**src/rtl/timer_cmd_tx.sv**
```systemverilog
// Transmit side of the serial timer command protocol: serializes PATTERN then a
// delay value MSB-first, then waits (with a watchdog) for timer_done and acks it.
module timer_cmd_tx #(
    parameter logic [3:0] PATTERN     = 4'b1101,
    parameter int         DELAY_W     = 4,
    parameter int         TIMEOUT_CYC = 20000
) (
    input  logic               clk,
    input  logic               reset,
    input  logic               cmd_valid,
    input  logic [DELAY_W-1:0] cmd_delay,
    output logic               cmd_ready,
    output logic               data,
    input  logic               timer_done,
    output logic               ack,
    output logic               busy,
    output logic               timeout_err,
    output logic [7:0]         frame_cnt
);

    localparam int FW    = 4 + DELAY_W;
    localparam int IDX_W = $clog2(FW + 1);
    localparam int WD_W  = (TIMEOUT_CYC > 1) ? $clog2(TIMEOUT_CYC) : 1;

    localparam logic [WD_W-1:0]  WD_LAST = WD_W'(TIMEOUT_CYC - 1);
    localparam logic [IDX_W-1:0] IDX_PRE = IDX_W'(4);
    localparam logic [IDX_W-1:0] IDX_END = IDX_W'(FW);

    typedef enum logic [2:0] {
        IDLE,
        PREAMBLE,
        PAYLOAD,
        WAIT_DONE,
        ACK
    } state_t;

    state_t            state;
    logic [FW-1:0]     shreg;
    logic [IDX_W-1:0]  bit_idx;
    logic [WD_W-1:0]   wd_cnt;

    // Both are pure decodes of the state register, so no input reaches them.
    assign cmd_ready = (state == IDLE);
    assign busy      = (state != IDLE);

    always_ff @(posedge clk or posedge reset) begin
        if (reset) begin
            state       <= IDLE;
            shreg       <= '0;
            bit_idx     <= '0;
            wd_cnt      <= '0;
            data        <= 1'b0;
            ack         <= 1'b0;
            timeout_err <= 1'b0;
            frame_cnt   <= '0;
        end else begin
            ack         <= 1'b0;
            timeout_err <= 1'b0;
            case (state)
                IDLE: begin
                    data <= 1'b0;
                    if (cmd_valid) begin
                        // First pattern bit goes out on the accept edge; the rest queue behind it.
                        data    <= PATTERN[3];
                        shreg   <= {PATTERN[2:0], cmd_delay, 1'b0};
                        bit_idx <= IDX_W'(1);
                        state   <= PREAMBLE;
                    end
                end
                PREAMBLE, PAYLOAD: begin
                    if (bit_idx == IDX_END) begin
                        data   <= 1'b0;
                        wd_cnt <= '0;
                        state  <= WAIT_DONE;
                    end else begin
                        data    <= shreg[FW-1];
                        shreg   <= {shreg[FW-2:0], 1'b0};
                        bit_idx <= bit_idx + 1'b1;
                        if (bit_idx == IDX_PRE) begin
                            state <= PAYLOAD;
                        end
                    end
                end
                WAIT_DONE: begin
                    data <= 1'b0;
                    // timer_done is checked first so it wins over an expiring watchdog.
                    if (timer_done) begin
                        ack       <= 1'b1;
                        frame_cnt <= frame_cnt + 8'd1;
                        state     <= ACK;
                    end else if (wd_cnt == WD_LAST) begin
                        timeout_err <= 1'b1;
                        state       <= IDLE;
                    end else begin
                        wd_cnt <= wd_cnt + 1'b1;
                    end
                end
                ACK: begin
                    data  <= 1'b0;
                    state <= IDLE;
                end
                default: begin
                    data  <= 1'b0;
                    state <= IDLE;
                end
            endcase
        end
    end

endmodule

```
**config.mk**
```make
export PLATFORM = sky130hd
export DESIGN_NAME = timer_cmd_tx
export DESIGN_NICKNAME = d
export VERILOG_FILES = /design/src/rtl/timer_cmd_tx.sv
export SDC_FILE = /design/constraint.sdc
export NUM_CORES = 1
export LEC_CHECK = 0
export BUFFER_PORTS_ARGS = -buffer_cell sky130_fd_sc_hd__buf_2
export CORE_MARGIN = 2
export CORE_UTILIZATION = 55
export CTS_BUF_LIST = sky130_fd_sc_hd__clkbuf_8
export DETAILED_ROUTE_END_ITERATION = 8
export PLACE_DENSITY = 0.73
export SLEW_MARGIN = 20
export SYNTH_ARGS = -nofsm -noshare
export SYNTH_HDL_FRONTEND = slang
export SYNTH_SLANG_ARGS = --single-unit
```
**constraint.sdc**
```tcl
create_clock -name clk -period 1.85 [get_ports clk]
set_input_delay 0.37 -clock clk [delete_from_list [all_inputs] [get_ports clk]]
set_output_delay 0.37 -clock clk [all_outputs]
set_load 0.01 [all_outputs]
```
Word-level counts from Yosys, hierarchy flattened
Index checks and enable logic that the tools add are counted.
- register bits: 41
- input port bits: 8
- output and inout port bits: 13
- add/sub/neg operators: 3
- equal/unequal tests: 13
- multiplexer cells: 24
- reduce and logical (&&, ||, !) cells: 9
- operator list (operator ; number):
    15-bit 2-to-1 mux ; 3
    15-bit one-hot mux with 2 select lines ; 1
    8-bit 2-to-1 mux ; 2
    8-bit one-hot mux with 2 select lines ; 1
    15-bit by 1-bit adder with 15-bit output, second input constant ; 1
    15-bit == test, second input constant ; 1
    3-bit 2-to-1 mux ; 5
    2-bit != test, second input constant ; 5
    3-bit one-hot mux with 3 select lines ; 1
    8-bit by 1-bit adder with 8-bit output, second input constant ; 1
    4-bit 2-to-1 mux ; 2
    4-bit one-hot mux with 2 select lines ; 1
    1-bit 2-to-1 mux ; 7
    3-bit by 2-bit == test with 1-bit output, second input constant ; 2
    3-bit != test, second input constant ; 2
    3-bit AND reduction ; 2
    4-bit by 1-bit adder with 4-bit output, second input constant ; 1
    4-bit by 3-bit == test with 1-bit output, second input constant ; 1
    4-bit == test, second input constant ; 1
    4-bit AND reduction ; 1
    2-bit nonzero test ; 2
    3-bit by 1-bit == test with 1-bit output, second input constant ; 1
    3-bit logical NOT ; 1
    3-bit nonzero test ; 1
    3 further kinds ; 3

Depth between registers and ports, before layout
- depth after elaboration: 4
- gate-level depth with buffers: 8
- mapped depth without buffers: 7

Worst setup path after synthesis
Ideal clock, no wire load.
- kind: reg-to-reg
- from: register wd_cnt[0]
- to: register state[0]
- library setup time: 0.122 ns
- arrival: 1.551 ns
- required time: 1.728 ns
- path slack: 0.178 ns
- stages on the path, launching flop included: 7
- clock period less this slack: 1.672 ns
- path through: dfrtp_1 ha_1 and4_4 nand4_4 a221oi_2 o31ai_1 a32o_1
- cells in the longest elaborated chain, start to end: 3
- RTL lines (item ; line ; source):
    start: declaration ; 40 ; logic [WD_W-1:0] wd_cnt;
    start signal: assignment ; 95 ; wd_cnt <= wd_cnt + 1'b1;
    15-bit == test ; 91 ; end else if (wd_cnt == WD_LAST) begin
    3-bit != test (no line) ; -- ;
    3-bit AND reduction (no line) ; -- ;
    end signal: assignment ; 90 ; state <= ACK;
    end signal: assignment ; 93 ; state <= IDLE;
    end signal: assignment ; 100 ; state <= IDLE;
    end: declaration ; 37 ; state_t state;
Every way passes these cells.
A chain may end at the register's enable or synchronous reset.

Final worst setup path
- from: register state[0]
- to: register state[0]
- cells in the longest elaborated chain, start to end: 4
- elaborated cells between the ends (all ways): 10
- RTL lines (item ; line ; source):
    start signal: assignment ; 48 ; state <= IDLE;
    start signal: assignment ; 67 ; state <= PREAMBLE;
    start signal: assignment ; 74 ; state <= WAIT_DONE;
    3-bit by 1-bit == test with 1-bit output or 3-bit by 2-bit == test with 1-bit output (tied branches) ; 59 ; case (state)
    2-bit OR reduction ; 59 ;
    3-bit != test (no line) ; -- ;
    3-bit AND reduction (no line) ; -- ;
Parallel ways exist; a longest one is shown, timed or not.

==> results_dict.tcl <==
set metrics [dict create \
    status "completed" \
    fillers 314 \
    drtPass1Iterations 4 \
    p_int_mw 1.91 \
    numCtsBuffers 5 \
    crit_start "state[0]" \
    fin_crit_sh_pct 93.7 \
    cts_tree "done" \
    drive_gt1_share_pct 23.3 \
    period_minus_slack_ns 1.73 \
    clockBufferDepth 2 \
    rsz0062_at_grt "no" \
    path_max_fanout 8 \
    worstReg2RegEnd "state[0]" \
    synthArstFlopShare_pct 100 \
    slew_violations 0 \
    syn-num-nets 225 \
    io_pins 21 \
    die_x_um 65.0 \
    finalSetupViolCount 0 \
    grt_usage_pct 22.7 \
    post-route-util_pct 67.2 \
    p_comb_share_pct 39.5 \
    powerDensity_mw_per_mm2 1250 \
    yosys_most_used_dff "dfrtp_1" \
    fin_tns_setup_ns 0 \
    cts_max_level 2 \
    dp_hpwl_mm 2.92 \
    routed-via-count 1701 \
    peakVddDrop_v 0.00119 \
    clk_latency_ns 0.29 \
    antennaDiodeCount 0 \
    rr_worst_depth 5 \
    cts_root_buffer "clkbuf_8" \
    drc 0 \
    end_kind "flip-flop" \
    grt_pass1_wl_mm 7.35 \
    final_common_cell "dfrtp_1" \
    yosysSeqAreaShare_pct 49.0 \
    yosysWarningCount 0 \
    syn2layout_area_growth_pct 18.5 \
    p_switching_mw 1.11 \
    place_congestion 0.783 \
    ff2ff_setup_slack_ns 0.12 \
    vias_per_cell 5.65 \
    worstPathArrival_ns 1.91 \
    critPathLaunchType "flip-flop" \
    hold_buffers 0 \
    switching_share_pct 36.8 \
    clk_pin_slew_ns 0.07 \
    finalHoldViolCount 0 \
    rows 22 \
    fmaxAchievable_mhz 577 \
    final_cell_mix "dfrtp_1, nand2_1, o21ai_0, buf_2, buf_4" \
    grt_max_degree 41 \
    chipHeight_um 65.0 \
    core_area_mm2 0.00361 \
    synth.avg_cell_area_um2 9.60 \
    r2r_start "state[0]" \
    first_global_vias 1659 \
    grt_overflow 0 \
    crit_end "state[0]" \
    antenna_found_initial 0 \
    relSlewSlack_pct 66.3 \
    initial_core_util_pct 56.7 \
    clock_sinks 40 \
    io_buffers 20 \
    critical_path_class "flip-flop to flip-flop" \
    synth.distinct_cells 41 \
    crit_required_ns 2.03 \
    seq_power_share_pct 41.4 \
    wirelength_mm 4.07 \
    antenna_left 0 \
    clock_power_share_pct 19.2 \
    min_path_type "primary input to asynchronous set/reset pin" \
    drv_cap 0 \
    synth-seq-cells 40 \
    worst_slew_pin_slew_ns 0.505 \
    post_cts_buffers 0 \
    routedWlPerCell_um 13.5 \
    die_area_mm2 0.00422 \
    p_leak_nw 1.11 \
    synth_edf_count 0 \
    synth_cells 213 \
    final_nets 264 \
    dr.first_iter.drc_count 143 \
    ctsResizeCount 1 \
    syn_area_mm2 0.00204 \
    clock_skew_ns 0.00321 \
]
-- per-layer routing --
layer,up-vias,part of all wire [%],GRT usage [%]
li1,850,-,-
met1,810,46,29.6
met4,0,0.98,7.18
met3,5,4.1,5.73
met2,36,49,37.1
met5,-,0,0
-- kinds of logic after synthesis --
logic type	share of synthesized area [%]
adders and majority gates	2.45
xor gates and xnor gates	4.71
and+or+nand+nor	22.3
buffers and inverters	3.24
muxes	2.02
DFF	49.0
AOI/OAI and AO/OA	16.3
-- cell usage after synthesis, drive strengths merged, types with 2 or more instances --
| master | n | area [um^2] |
|---|---|---|
| a21oi | 10 | 53.8 |
| a31oi | 3 | 18.8 |
| a32o | 2 | 20.0 |
| and3 | 2 | 12.5 |
| and4 | 3 | 28.8 |
| buf | 5 | 28.8 |
| clkbuf | 2 | 7.51 |
| dfrtp | 40 | 1000 |
| ha | 4 | 50.1 |
| inv | 8 | 30.0 |
| mux2i | 3 | 30.0 |
| nand2 | 25 | 93.8 |
| nand3 | 10 | 50.1 |
| nand3b | 3 | 26.3 |
| nand4 | 8 | 65.1 |
| nand4b | 2 | 17.5 |
| nor2 | 14 | 60.1 |
| nor2b | 2 | 12.5 |
| nor3 | 7 | 35.0 |
| nor3b | 2 | 15.0 |
| nor4 | 2 | 27.5 |
| o21ai | 34 | 170 |
| o31ai | 4 | 30.0 |
| xnor2 | 9 | 78.8 |
| xor2 | 2 | 17.5 |
-- area by class of cell --
type	instances	area, um^2	area share, %
clock buffers	6	82.6	3.41
clock inverters	2	7.51	0.310
inverters	8	30.0	1.24
multi-input cells	158	998	41.2
flip-flops and latches	40	1000	41.4
well taps	48	60.1	2.48
repair buffers	39	243	10.0
-- power by group through the flow --
| stage | registers [mW] | logic, mW | clock network (mW) |
|---|---|---|---|
| final | 1.25 | 1.19 | 0.580 |
| after global routing | 1.28 | 1.37 | 0.635 |
| after CTS | 1.24 | 1.18 | 0.602 |
| after detailed placement | 1.26 | 1.17 | 0 |
| after global placement | 1.25 | 1.14 | 0 |
| after floorplan | 1.22 | 0.794 | 0 |
-- worst min-delay path by stage --
stage              endpoint  slack (ns)
2_1_floorplan    wd_cnt[11]        0.44
3_3_place_gp   frame_cnt[7]        0.46
3_5_place_dp   frame_cnt[7]        0.46
4_1_cts        frame_cnt[5]        0.21
5_1_grt          wd_cnt[13]        0.24
6_report       frame_cnt[6]        0.19
-- critical path, stage by stage, from the launching register on --
cell and delay, ns:
dfrtp_1 0.50, xnor2_1 0.44, nor2_2 0.09, a221oi_2 0.27, o31ai_1 0.11, a32o_1 0.21
-- per-stage QoR --
step           power, mW  std cells  hold WS [ns]  instance area [um^2]  setup slack, ns
5_1_grt             3.29        301         0.236                  2420           0.0230
6_report            3.02        301         0.190                  2420            0.117
4_1_cts             3.03        301         0.207                  2410           0.0369
3_5_place_dp        2.42        293         0.458                  2310            0.155
2_1_floorplan       2.01        213         0.441                  2040            0.178
3_3_place_gp        2.39        293         0.457                  2310            0.176
-- flip-flops by register name, summed over array words and instances, names as in the netlist --
register     count
timeout_err      1
state            3
frame_cnt        8
ack              1
wd_cnt          15
bit_idx          4
data             1
shreg            7
Power figures use the tool's default switching activity.
